## src/rtl/alu_op_sequencer_pkg.sv

```systemverilog
// Shared definitions for the ALU operation sequencer: state encoding,
// opcode values and default widths.
package alu_op_sequencer_pkg;

  // Sequencer states; encoding is fixed so it can be probed on a board.
  typedef enum logic [1:0] {
    LOAD_A = 2'd0,
    LOAD_B = 2'd1,
    EXEC   = 2'd2,
    DONE   = 2'd3
  } seq_state_e;

  // Opcode as carried on in_sub / ALU Cin.
  localparam logic OP_ADD = 1'b0;
  localparam logic OP_SUB = 1'b1;

  localparam int DEFAULT_WIDTH = 8;
  localparam int DEFAULT_CNT_W = 8;

  // True in the two states that accept an input word.
  function automatic logic is_load_state(input seq_state_e st);
    return (st == LOAD_A) || (st == LOAD_B);
  endfunction

endpackage

```

## src/rtl/alu_op_sequencer.sv

```systemverilog
// Handshaked, registered front-end for the combinational add/sub ALU.
// Collects operand A, then operand B with the opcode, runs one EXEC cycle,
// and holds the captured result and flags until the consumer accepts them.
// Optional feature macro: ACC_CHAIN_EN adds acc_mode, which on accept feeds
// the result back as operand A and resumes at LOAD_B.
module alu_op_sequencer
  import alu_op_sequencer_pkg::*;
#(
  parameter int WIDTH = DEFAULT_WIDTH,
  parameter int CNT_W = DEFAULT_CNT_W
) (
  input  logic             clk,
  input  logic             rst_n,
  input  logic             in_valid,
  output logic             in_ready,
  input  logic [WIDTH-1:0] data_in,
  input  logic             in_sub,
  input  logic             flush,
  output logic             alu_cin,
  output logic [WIDTH-1:0] alu_a,
  output logic [WIDTH-1:0] alu_b,
  input  logic [WIDTH-1:0] alu_result,
  input  logic             alu_carry,
  input  logic             alu_zero,
  input  logic             alu_overflow,
  output logic             out_valid,
  input  logic             out_ready,
  output logic [WIDTH-1:0] result,
  output logic             carry,
  output logic             zero,
  output logic             overflow,
`ifdef ACC_CHAIN_EN
  input  logic             acc_mode,
`endif
  output logic [CNT_W-1:0] op_count
);

  seq_state_e       state_q;
  logic [WIDTH-1:0] a_q;
  logic [WIDTH-1:0] b_q;
  logic             op_q;
  logic [WIDTH-1:0] result_q;
  logic             carry_q;
  logic             zero_q;
  logic             overflow_q;
  logic             out_valid_q;
  logic [CNT_W-1:0] op_count_q;
  logic [CNT_W-1:0] op_count_d;
  logic             in_fire;
  logic             out_fire;
  seq_state_e       after_done_d;

  // Handshake qualifiers; in_ready is purely a function of the state register.
  assign in_ready = is_load_state(state_q);
  assign in_fire  = in_valid && in_ready;
  assign out_fire = out_valid_q && out_ready;

  // Accepted-result counter wraps naturally at 2^CNT_W.
  assign op_count_d = op_count_q + CNT_W'(1);

  // Where DONE goes after the consumer accepts: chaining resumes at LOAD_B.
`ifdef ACC_CHAIN_EN
  assign after_done_d = acc_mode ? LOAD_B : LOAD_A;
`else
  assign after_done_d = LOAD_A;
`endif

  // Sequencer FSM with all datapath and output registers.
  always_ff @(posedge clk or negedge rst_n) begin
    if (!rst_n) begin
      state_q     <= LOAD_A;
      a_q         <= '0;
      b_q         <= '0;
      op_q        <= OP_ADD;
      result_q    <= '0;
      carry_q     <= 1'b0;
      zero_q      <= 1'b0;
      overflow_q  <= 1'b0;
      out_valid_q <= 1'b0;
      op_count_q  <= '0;
    end else if (flush) begin
      // Abort wins over any handshake; operands and counter are kept.
      state_q     <= LOAD_A;
      out_valid_q <= 1'b0;
    end else begin
      case (state_q)
        LOAD_A: begin
          if (in_fire) begin
            a_q     <= data_in;
            state_q <= LOAD_B;
          end
        end
        LOAD_B: begin
          if (in_fire) begin
            b_q     <= data_in;
            op_q    <= in_sub;
            state_q <= EXEC;
          end
        end
        EXEC: begin
          // ALU inputs have been stable from registers for this whole cycle.
          result_q    <= alu_result;
          carry_q     <= alu_carry;
          zero_q      <= alu_zero;
          overflow_q  <= alu_overflow;
          out_valid_q <= 1'b1;
          state_q     <= DONE;
        end
        DONE: begin
          if (out_fire) begin
            out_valid_q <= 1'b0;
            op_count_q  <= op_count_d;
            state_q     <= after_done_d;
`ifdef ACC_CHAIN_EN
            if (acc_mode) begin
              a_q <= result_q;
            end
`endif
          end
        end
        default: begin
          state_q <= LOAD_A;
        end
      endcase
    end
  end

  // ALU is driven continuously from the operand registers.
  assign alu_a   = a_q;
  assign alu_b   = b_q;
  assign alu_cin = op_q;

  assign out_valid = out_valid_q;
  assign result    = result_q;
  assign carry     = carry_q;
  assign zero      = zero_q;
  assign overflow  = overflow_q;
  assign op_count  = op_count_q;

endmodule
```

## config.mk

```make
export PLATFORM = sky130hd
export DESIGN_NAME = alu_op_sequencer
export DESIGN_NICKNAME = d
export VERILOG_FILES = /design/src/rtl/alu_op_sequencer_pkg.sv /design/src/rtl/alu_op_sequencer.sv
export SDC_FILE = /design/constraint.sdc
export NUM_CORES = 1
export LEC_CHECK = 0
export BUFFER_PORTS_ARGS = -buffer_cell sky130_fd_sc_hd__buf_4
export CAP_MARGIN = 20
export CORE_MARGIN = 2
export CORE_UTILIZATION = 45
export DETAILED_ROUTE_END_ITERATION = 7
export PLACE_DENSITY = 0.75
export SKIP_LAST_GASP = 1
export SLEW_MARGIN = 15
export SYNTH_ARGS = -nofsm -noshare
export SYNTH_HDL_FRONTEND = slang
export SYNTH_SLANG_ARGS = --single-unit
```

## constraint.sdc

```tcl
create_clock -name clk -period 1.8 [get_ports clk]
set_input_delay 0.18 -clock clk [delete_from_list [all_inputs] [get_ports clk]]
set_output_delay 0.18 -clock clk [all_outputs]
set_load 0.01 [all_outputs]
```

# Word level (Yosys, flattened, before mapping)
# Cells that the tools add are included.
# Widths: inputs -> output; s select.
# word_totals
register_bits	39
latchBits	0
ramBits	0
romBits	0
input_bits	25
out_inout_bits	38
word_cells	37
n_memories	0
# op_classes
add_sub_neg	1
multipliers	0
div_mod_pow	0
order_cmp	0
eq_ne	6
n_shift	0
muxes	8
bitwise_logic	1
n_reduce_logical	11
# op_table
cell	n
$reduce_and 3->1	4
$ne 3x3->1 const B	3
$add 8x1->8 const B	1
$mux 2	4
$pmux 2 s4	1
$eq 2x2->1 const B	2
$reduce_and 2->1	2
$reduce_bool 3->1	1
$eq 2x1->1 const B	1
$logic_and 1x1->1	2
$logic_not 2->1	1
$mux 1	2
$pmux 1 s2	1
$logic_or 1x1->1	1
$not 1->1	1

# Depth between registers and ports, before layout
# Gate-level depths: netlist of the first run.
# depth
ltp_word	6
ltp_mapped	5
ltp_nobuf	5

# Least setup slack after synthesis of the first run
# OpenSTA, ideal clock, no wires.
# synth_timing
kind	reg2reg
start	reg state_q[0]
end	reg carry_q, in the netlist carry
setup_ps	125
arrival_ps	1369
required_ps	1675
slack_ps	306
stages_incl_launch_ff	6
n_path_buf	1
synth_period_minus_slack_ps	1494
cell_sequence	dfrtp_1 > inv_1 > ha_1 > nor2b_1 > buf_2 > mux2_2
# synth_via
elab_chain_cells	2
# synth_lines
element	line	source
start, declared	alu_op_sequencer.sv:38	seq_state_e state_q;
start signal, assigned	alu_op_sequencer.sv:113	state_q <= after_done_d;
$eq 2x2->1	alu_op_sequencer.sv:86	case (state_q)
$reduce_and 2->1 (no source line)	-	
end signal, assigned	alu_op_sequencer.sv:103	carry_q <= alu_carry;
end, declared	alu_op_sequencer.sv:43	logic carry_q;
# Every way passes these cells.
# A chain may end at the register's enable or synchronous reset.

# Worst setup path after layout of the first run
# layout_timing
start	reg state_q[0]
end	out in_ready
# layout_via
elab_chain_cells	2
elab_cells_between_ends	3
classes_between	eq/ne: 1; reduce/logical: 2
# layout_lines
element	line	source
$eq 2x1->1 or $logic_not 2->1 (tied branches)	alu_op_sequencer_pkg.sv:22	return (st == LOAD_A) || (st == LOAD_B);
$logic_or 1x1->1 (*)	alu_op_sequencer_pkg.sv:22	
end, declared	alu_op_sequencer.sv:15	output logic in_ready,
# Mark *: on every way between the ends. The rest lies on a longest branch, timed or not.

==> run summary, run 1 <==
The flow ran to the end, and the final reports show no timing, DRC or antenna violations. The total number of yosys warnings is 0. Dividing the detail-routed via count by the number of cells gives 5.061.

The path class of the tightest hold or removal check is in -> reg. The overall routed net length came out at 3270 um. The number of nets still failing antenna checks after routing came out at 0.

The via count of the first global-routing pass is about 1,200. VDD sags by at most 936.9 uV. The clock arrives with between 0.007 and 0.008 ns of skew. For the worst-skew pair, the clock arrives at the later sink with an insertion delay of 0.34 ns. The total count of hold-check failures in the final report came to 0. The H-tree generated during clock tree synthesis spans 2 levels. The type of element launching the critical path is a flip-flop.

The maximum number of buffers from clock root to sink came out at 2. The final layout contains 212 nets. The setup TNS came out at 0 ns. The number of antenna diodes is 0. After detailed placement, the design holds a cell count of between 200 and 250. The total area inside the core boundary comes to 3390 um2.

The arrival time of the worst setup path came out at 1.52 ns. In this run the worst path has a maximum fanout of 5. Max-cap violations in this run came to 0. The maximum frequency from static timing analysis is 0.5873 GHz. The die covers just over 4000 um2. The final estimated routing congestion in global placement is 0.7701. The half-perimeter wire length after placement came out at 2496 um. The power density normalized to cell area is about 1500 nW/um2. The register clock-pin slew on the reported worst setup and hold paths is 0.11 ns.

The final cycle utilization of the critical path is 94.59%. The final setup violation count came out at 0. The area of the mapped netlist is 1622 um2. In the routed design, unresolved DRC markers number 0. Setup repair after global routing left no endpoint under its margin. STA classifies the critical path endpoint as a primary output. The leading cell type in the layout, fill and taps excluded is sky130_fd_sc_hd__buf_4. The count of cell types in the netlist is 25. The total of flip-flops plus latches after synthesis is 39. The final global-route overflow total is 0. The post-route netlist has 55.74% of its cells at a drive strength greater than 1. The number of CTS-inserted buffers is 5.

TritonCTS built the clock tree. The chip width is 64.03 um. The actual slew at the worst max-slew pin came out at 0.4748 ns. The via count came out at ~1,200. By startpoint and endpoint, the worst setup path is classified as reg -> out.

The number of max-slew violations in the final report is 0. The final period demand of the worst path is 1.703 ns. The floorplan die height came out at about 64 um. The number of standard cells in the layout, taps in and fillers out is 229. The number of violations reported at the end of detailed-routing iteration 0 came out at 78. In this run the static leakage power is roughly 1.1 nW. The number of I/O port buffers came out at between 60 and 70.

The standard-cell row count came out at 21. Leaving out fill and tap cells, the most frequent cells in the layout are sky130_fd_sc_hd__buf_4 (64), sky130_fd_sc_hd__dfrtp_1 (39), sky130_fd_sc_hd__mux2_2 (28). The master cell of the clock root buffer is sky130_fd_sc_hd__clkbuf_4. The relative slew slack is 68.35%. The final routed wire length divided by cell count came out at about 14 um.

The synthesis-to-finish area growth is 36.65%. The number of nets in the synthesized netlist is 142. The first global-routing pass estimated about 5400 um of wire. The required time reported for the critical path endpoint came out at 1.62 ns.

CTS saw 39 sinks. The number of antenna violations at the first check in global routing is 0. In this run the mean area of a mapped cell was 14.48 um2. The share of synthesized area occupied by flip-flops and latches came out at 60.19%. Across every metal layer, demand over resource in global routing totals 17.36%. The number of I/O pins came out at 63. The pin count of the biggest net entering global routing came out at 40. The number of iterations in the first detailed-routing pass is 4. The cell count after synthesis came out at 112. Once the floorplan was initialized, standard cells occupied 47.84% of the core.
-- per-stage QoR --
stage	hold slack (ns)	utilization, %	setup WS (ns)	instance area [um2]	power (W)
floorplan	-0.1156	-	0.3062	1622	0.002068
CTS	0.01891	65.08	0.03758	2206	0.003247
detailed placement	0.1790	63.20	0.1865	2142	0.002811
finish	0.04127	65.37	0.09731	2216	0.003223
global placement	0.1648	63.20	0.3341	2142	0.002733
global route	0.02368	65.37	0.01442	2216	0.003440
-- final timing paths --
check	startpoint	endpoint	slack, ns	cells after the start
worst max register to register	state_q[0]$_DFFE_PN0P_	state_q[0]$_DFFE_PN0P_	0.21	5
worst min register to register	op_count[7]$_DFFE_PN0P_	op_count[7]$_DFFE_PN0P_	0.49	1
max in group asynchronous	rst_n	state_q[1]$_DFFE_PN0P_	1.14	2
worst max-delay path	state_q[0]$_DFFE_PN0P_	in_ready	0.1	4
min in group asynchronous	rst_n	op_count[5]$_DFFE_PN0P_	0.33	2
worst min-delay path	flush	out_valid$_DFFE_PN0P_	0.04	2
-- cell families (layout without fill, tap and decap cells) --
| kind of cell | after synthesis | in the layout | synth area share, % |
|---|---|---|---|
| DFF | 39 | 39 | 60.19 |
| adders and majority gates | 5 | 5 | 3.858 |
| muxes | 29 | 29 | 20.14 |
| xor gates and xnor gates | 7 | 7 | 3.781 |
| and+or+nand+nor | 21 | 21 | 7.947 |
| buffers and inverters | 5 | 76 | 1.312 |
| AOI/OAI and AO/OA | 6 | 6 | 2.778 |
-- synth_stat cells --
master,instances,area share [%]
sky130_fd_sc_hd__or2_1,1,0.39
sky130_fd_sc_hd__o21bai_1,1,0.46
sky130_fd_sc_hd__nor2b_1,2,0.77
sky130_fd_sc_hd__nand4_1,4,1.5
sky130_fd_sc_hd__nand3b_1,2,0.93
sky130_fd_sc_hd__dfrtp_1,39,60
sky130_fd_sc_hd__and4b_1,1,0.62
sky130_fd_sc_hd__and4_1,1,0.54
sky130_fd_sc_hd__and3_1,1,0.39
sky130_fd_sc_hd__nand2_1,1,0.23
sky130_fd_sc_hd__nand2b_1,1,0.39
sky130_fd_sc_hd__a21o_1,1,0.46
sky130_fd_sc_hd__ha_1,5,3.9
sky130_fd_sc_hd__nand3_1,3,0.93
sky130_fd_sc_hd__a21oi_1,1,0.31
sky130_fd_sc_hd__xor2_1,1,0.54
sky130_fd_sc_hd__nor2_1,2,0.46
sky130_fd_sc_hd__inv_1,3,0.69
sky130_fd_sc_hd__buf_2,2,0.62
sky130_fd_sc_hd__xnor2_1,6,3.2
sky130_fd_sc_hd__mux2_2,28,19
sky130_fd_sc_hd__o311ai_1,2,1.1
sky130_fd_sc_hd__a21boi_0,1,0.46
sky130_fd_sc_hd__nand2_2,2,0.77
sky130_fd_sc_hd__mux2_1,1,0.69
-- critical path, stage by stage (launching register included) --
cell                      delay [ns]
sky130_fd_sc_hd__dfrtp_1        0.43
sky130_fd_sc_hd__inv_1          0.09
sky130_fd_sc_hd__ha_1           0.24
sky130_fd_sc_hd__or2_4          0.28
sky130_fd_sc_hd__buf_4          0.15
-- flip-flops by register name (all words and copies together) (netlist names) --
name and count:
alu_a 8, alu_b 8, op_count 8, result 8, state_q 2, alu_cin 1, carry 1, out_valid 1
overflow 1, zero 1
-- repair_timing --
action / in CTS / in global routing
hold buffers: 1 / 0
endpoints found under the hold margin: 39 / 0
setup buffers: 0 / 1
endpoints found under the setup margin: 0 / 1
resized for setup: 0 / 1
-- power breakdown --
part	switching, W	leakage, nW	internal [W]	total, W
clock	0.000278	0.0282	0.000151	0.000429
combinational	0.000550	0.573	0.000810	0.00136
sequential	0.000209	0.484	0.00123	0.00143
-- routing by layer --
layer | routed length (um) | global-route usage [%] | part of all wire (%)
met5 | 0 | 0 | 0
met2 | 1687 | 30.34 | 52
met3 | 280 | 7.042 | 8.6
met1 | 1260 | 19.35 | 39
met4 | 42 | 4.891 | 1.3
-- final cells by class --
type	instances	area, um2
repair buffers	65	490.5
inverters	3	11.26
well taps	46	57.56
clock buffers	6	41.29
fillers	251	1174
multi-input cells	68	626.9
clock inverters	2	12.51
flip-flops and latches	39	975.9
No activity file was read; power rests on OpenSTA's default activity.
==> run 2: changes to the inputs <==
ABC_AREA = 1   (was default)
CORE_UTILIZATION = 39   (was 45)
PLACE_DENSITY = default   (was 0.75)
==> run summary, run 2 <==
The overall track demand over capacity in global routing is 16.41% (-0.95 points). The chip width is 71.83 um (+12%). The CTS H-tree depth came out at 2 (unchanged). The number of max-cap violations came out at 0 (unchanged). The total count of hold-check failures in the final report came out at 0 (unchanged). The maximum clock skew at final layout is 0.004793 ns (-0.002667 ns). The area of the mapped netlist is 1794 um2 (+11%).

The final routed wire length divided by cell count is 12.55 um (-12%). The number of synthesized flops with an enable pin came to 0 (unchanged). Leaving out fill and tap cells, the most frequent cell in the layout is sky130_fd_sc_hd__nand2_1.

The number of max-slew violations in the final report is 0 (unchanged). In this run the clock root is driven by a sky130_fd_sc_hd__clkbuf_8. The worst setup path is launched from a flip-flop. The required time reported for the critical path endpoint came to 1.98 ns (+0.36 ns). The number of I/O port buffers came out at 62 (unchanged). The filler cell count was 410 (+63%). The number of CTS-inserted buffers came out at 5 (unchanged).

The fraction of power spent switching nets came to 34.51% (+2.3 points). The path type of the worst min-delay path is in -> reg. The arithmetic-cell share of the synthesized area counting full adders, half adders and majority gates is 3.487% (-0.37 points). The launching point of the worst reg2reg path is state_q[0]$_DFFE_PN0P_. The cell count after synthesis is 187 (+67%).

The arrival time of the worst setup path is 1.75 ns (+0.23 ns). The number of antenna violations at the first check in global routing was 0 (unchanged). The mean cell area of the mapped netlist is 9.595 um2 (-34%). The actual slew at the worst max-slew pin is 0.4890 ns (+0.01420 ns). The multi-input logic area is 720.7 um2 (+15%). The worst slack at placement came out at 0.1379 ns (-0.04858 ns). The pin count of the biggest net entering global routing was 40 (unchanged). The share of synthesized area occupied by flip-flops and latches is 54.39% (-5.8 points). The setup TNS is 0 ns (unchanged). The source-to-sink clock delay at the later pin of the worst-skew pair was 0.29 ns (-0.05 ns). The final period demand of the worst path is 1.566 ns (-0.1365 ns). TritonCTS built the clock tree.

The most used standard cell by instance count after synthesis is sky130_fd_sc_hd__nand2_1. The floorplan die height was 71.83 um (+12%). Relative to the synthesized area, the layout overhead comes to 34.87%. The total number of yosys warnings is 0 (unchanged). The cell-internal power was 0.002291 W (+4.8%). The maximum ir drop on the vdd rail is 546.1 uV (-42%). The final layout net count came out at 284 (+34%).

After synthesis, the most frequently instantiated cells are sky130_fd_sc_hd__nand2_1 (67), sky130_fd_sc_hd__dfrtp_1 (39), sky130_fd_sc_hd__nand4_1 (17). The number of iterations in the first detailed-routing pass is 4 (unchanged). The number of nets still failing antenna checks after routing came out at 0 (unchanged). The register clock-pin slew on the reported worst setup and hold paths was 0.08 ns (-0.03 ns).

The dominant combinational cell family by area after synthesis is simple AND/OR/NAND/NOR gates. The setup slack of the most critical reg-to-reg path is 0.23 ns (+0.02 ns). The fraction of synthesis flops using an asynchronous set or reset pin came out at 100.0% (unchanged). The net switching component of the power is 0.001207 W (+16%).

The critical path starts at state_q[0]$_DFFE_PN0P_. The final estimated routing congestion in global placement came to 0.7025 (-8.8%). The standby leakage power is 1.259 nW (+16%). The power density normalized to cell area came to 1446 nW/um2 (-0.59%). The wire length of the first global-routing pass is 6520 um (+21%). The number of antenna diodes was 0 (unchanged). Setup repair after global routing left no endpoint under its margin. The slack of the critical path came out at 0.2338 ns (+0.1365 ns). The via count of the first global-routing pass is 1,429 (+19%). The mean number of vias per cell came out at 4.736 (-6.4%). The sink count of the clock tree came to 39 (unchanged). The share of the synthesized area in the top cell type came out at 54.39% (-5.8 points). The relative slew slack is 67.40% (-0.95 points). The half-perimeter wire length after placement is 2887 um (+16%). The final global-route overflow total is 0 (unchanged). By area the synthesized netlist is led by sky130_fd_sc_hd__dfrtp_1 (54%), sky130_fd_sc_hd__nand2_1 (14%), sky130_fd_sc_hd__mux2_2 (6.9%). The top fanout value on the critical path is 8 (+3). STA classifies the critical path endpoint as a flip-flop. The register share of total power came out at 40.1% (-4.4 points). The final cycle utilization of the critical path is 87.01% (-7.6 points).

The xor and xnor fraction of the mapped netlist area came to 1.464% (-2.3 points). The maximum frequency from static timing analysis came to 0.6385 GHz (+8.7%). The post-synthesis share of cell area spent on and, or, nand and nor gates came out at 26.43% (+18 points).

The multiplexer fraction of the synthesized cell area came out at 6.904% (-13 points). The placeable core region came out at 4384 um2 (+29%). The number of I/O pins came out at 63 (unchanged).

The run finished with clean final reports. The final setup violation count came out at 0 (unchanged). The post-CTS setup buffer count is 0 (unchanged). The number of nets in the synthesized netlist came to 217 (+53%). The residual DRC count is 0 (unchanged). The compound-cell area share of the yosys netlist is 1.604% (-1.2 points). The top cell types in the final layout, fill and taps aside, are sky130_fd_sc_hd__nand2_1 (67), sky130_fd_sc_hd__buf_4 (66), sky130_fd_sc_hd__dfrtp_1 (39).

The count of cell types in the netlist is 21 (-16%). The critical path in this run is classified as reg -> reg. In this run the most critical hold path is launched from alu_result[3]. The standard-cell row count came out at 24 (+14%).

The die outline area came out at 5159 um2 (+26%). The initial core utilization came out at 40.92% (-6.9 points). The total of flip-flops plus latches after synthesis came to 39 (unchanged). The sequential standard cell area came out at 975.9 um2 (unchanged).

Of all cell types, the one taking the most synthesized area is sky130_fd_sc_hd__dfrtp_1. The part of the power in the clock network is 18.7% (+5.4 points). The via count is 1,454 (+25%). The maximum number of buffers from clock root to sink came out at 2 (unchanged).

The most common flop cell mapped by yosys is sky130_fd_sc_hd__dfrtp_1. The number of violations reported at the end of detailed-routing iteration 0 is 70 (-10%). The total power draw came out at 0.003499 W (+8.6%).

The share of layout cells above drive strength 1 came to 37.65% (-18 points). The overall routed net length is 3852 um (+18%). The combinational share of power came out at 41.3% (-0.9 points).
[run 2: changes by cell type after synthesis, moves of 3 or more]
cell and change:
sky130_fd_sc_hd__buf_6 +3, sky130_fd_sc_hd__inv_2 +3, sky130_fd_sc_hd__nand2_1 +66, sky130_fd_sc_hd__inv_1 +7
sky130_fd_sc_hd__xnor2_1 -4, sky130_fd_sc_hd__nor2_1 +6, sky130_fd_sc_hd__mux2_2 -17, sky130_fd_sc_hd__nand4_1 +13
[run 2: critical path, cell delays in order (launching register included)]
cell	delay, ns
sky130_fd_sc_hd__dfrtp_1	0.41
sky130_fd_sc_hd__inv_1	0.10
sky130_fd_sc_hd__ha_1	0.19
sky130_fd_sc_hd__inv_2	0.05
sky130_fd_sc_hd__a21oi_2	0.29
sky130_fd_sc_hd__nand3_2	0.24
sky130_fd_sc_hd__nand2_1	0.12
sky130_fd_sc_hd__nand2_1	0.05
[run 2: cell type report]
cell class	instances	area share, %
Clock buffer	7	3.981
Multi-Input combinational cell	128	29.78
Inverter	13	2.017
Sequential cell	39	40.33
Clock inverter	1	0.3102
Tap cell	52	2.689
Timing Repair Buffer	67	20.89
[run 2: path summary, 6_finish.rpt]
kind / to / depth (start not counted)
hold / removal: result[3]$_DFFE_PN0P_ / 2
setup reg to reg: alu_a[2]$_DFFE_PN0P_ / 7
hold reg to reg: alu_a[0]$_DFFE_PN0P_ / 2
min in group asynchronous: op_count[0]$_DFFE_PN0P_ / 2
max in group asynchronous: result[4]$_DFFE_PN0P_ / 2
setup / recovery: alu_a[2]$_DFFE_PN0P_ / 7
[run 2: logic make-up (layout without fill, tap and decap cells)]
family                   Yosys count  in the layout
flip-flops                        39             39
adder cells (fa/ha/maj)            5              5
XOR/XNOR                           3              3
multiplexers                      11             11
AND/OR/NAND/NOR                  104            104
buffers and inverters             20             88
AO/OA/AOI/OAI                      5              5
[run 2: power by group through the flow]
stage               Clock, W  Sequential, W  Combinational [W]
floorplan                  0        0.00155           0.000605
global placement           0        0.00141            0.00143
detailed placement         0        0.00142            0.00146
CTS                 0.000668        0.00141            0.00146
global route        0.000704        0.00145            0.00160
finish              0.000653        0.00140            0.00144
[run 2: stage by stage]
stage | instances | hold slack [ns] | cell area (um2) | util [%]
floorplan | 187 | -0.1156 | 1794 | -
global placement | 298 | 0.1850 | 2301 | 52.48
detailed placement | 298 | 0.1858 | 2301 | 52.48
CTS | 307 | 0.1126 | 2415 | 55.08
global route | 307 | 0.1108 | 2420 | 55.19
finish | 307 | 0.1174 | 2420 | 55.19
[run 2: what timing repair did]
item | CTS | global route
resized for setup | 0 | 1
endpoints found under the setup margin | 0 | 7
hold buffers | 1 | 0
hold endpoints to repair | 39 | 0
[run 2: routing by layer]
metal	up-vias	share of wire, %	GRT usage (%)
li1	742	-	-
met1	660	46	20.79
met2	44	45	26.54
met3	8	7.1	4.079
met4	0	2.0	7.547
met5	-	0	0
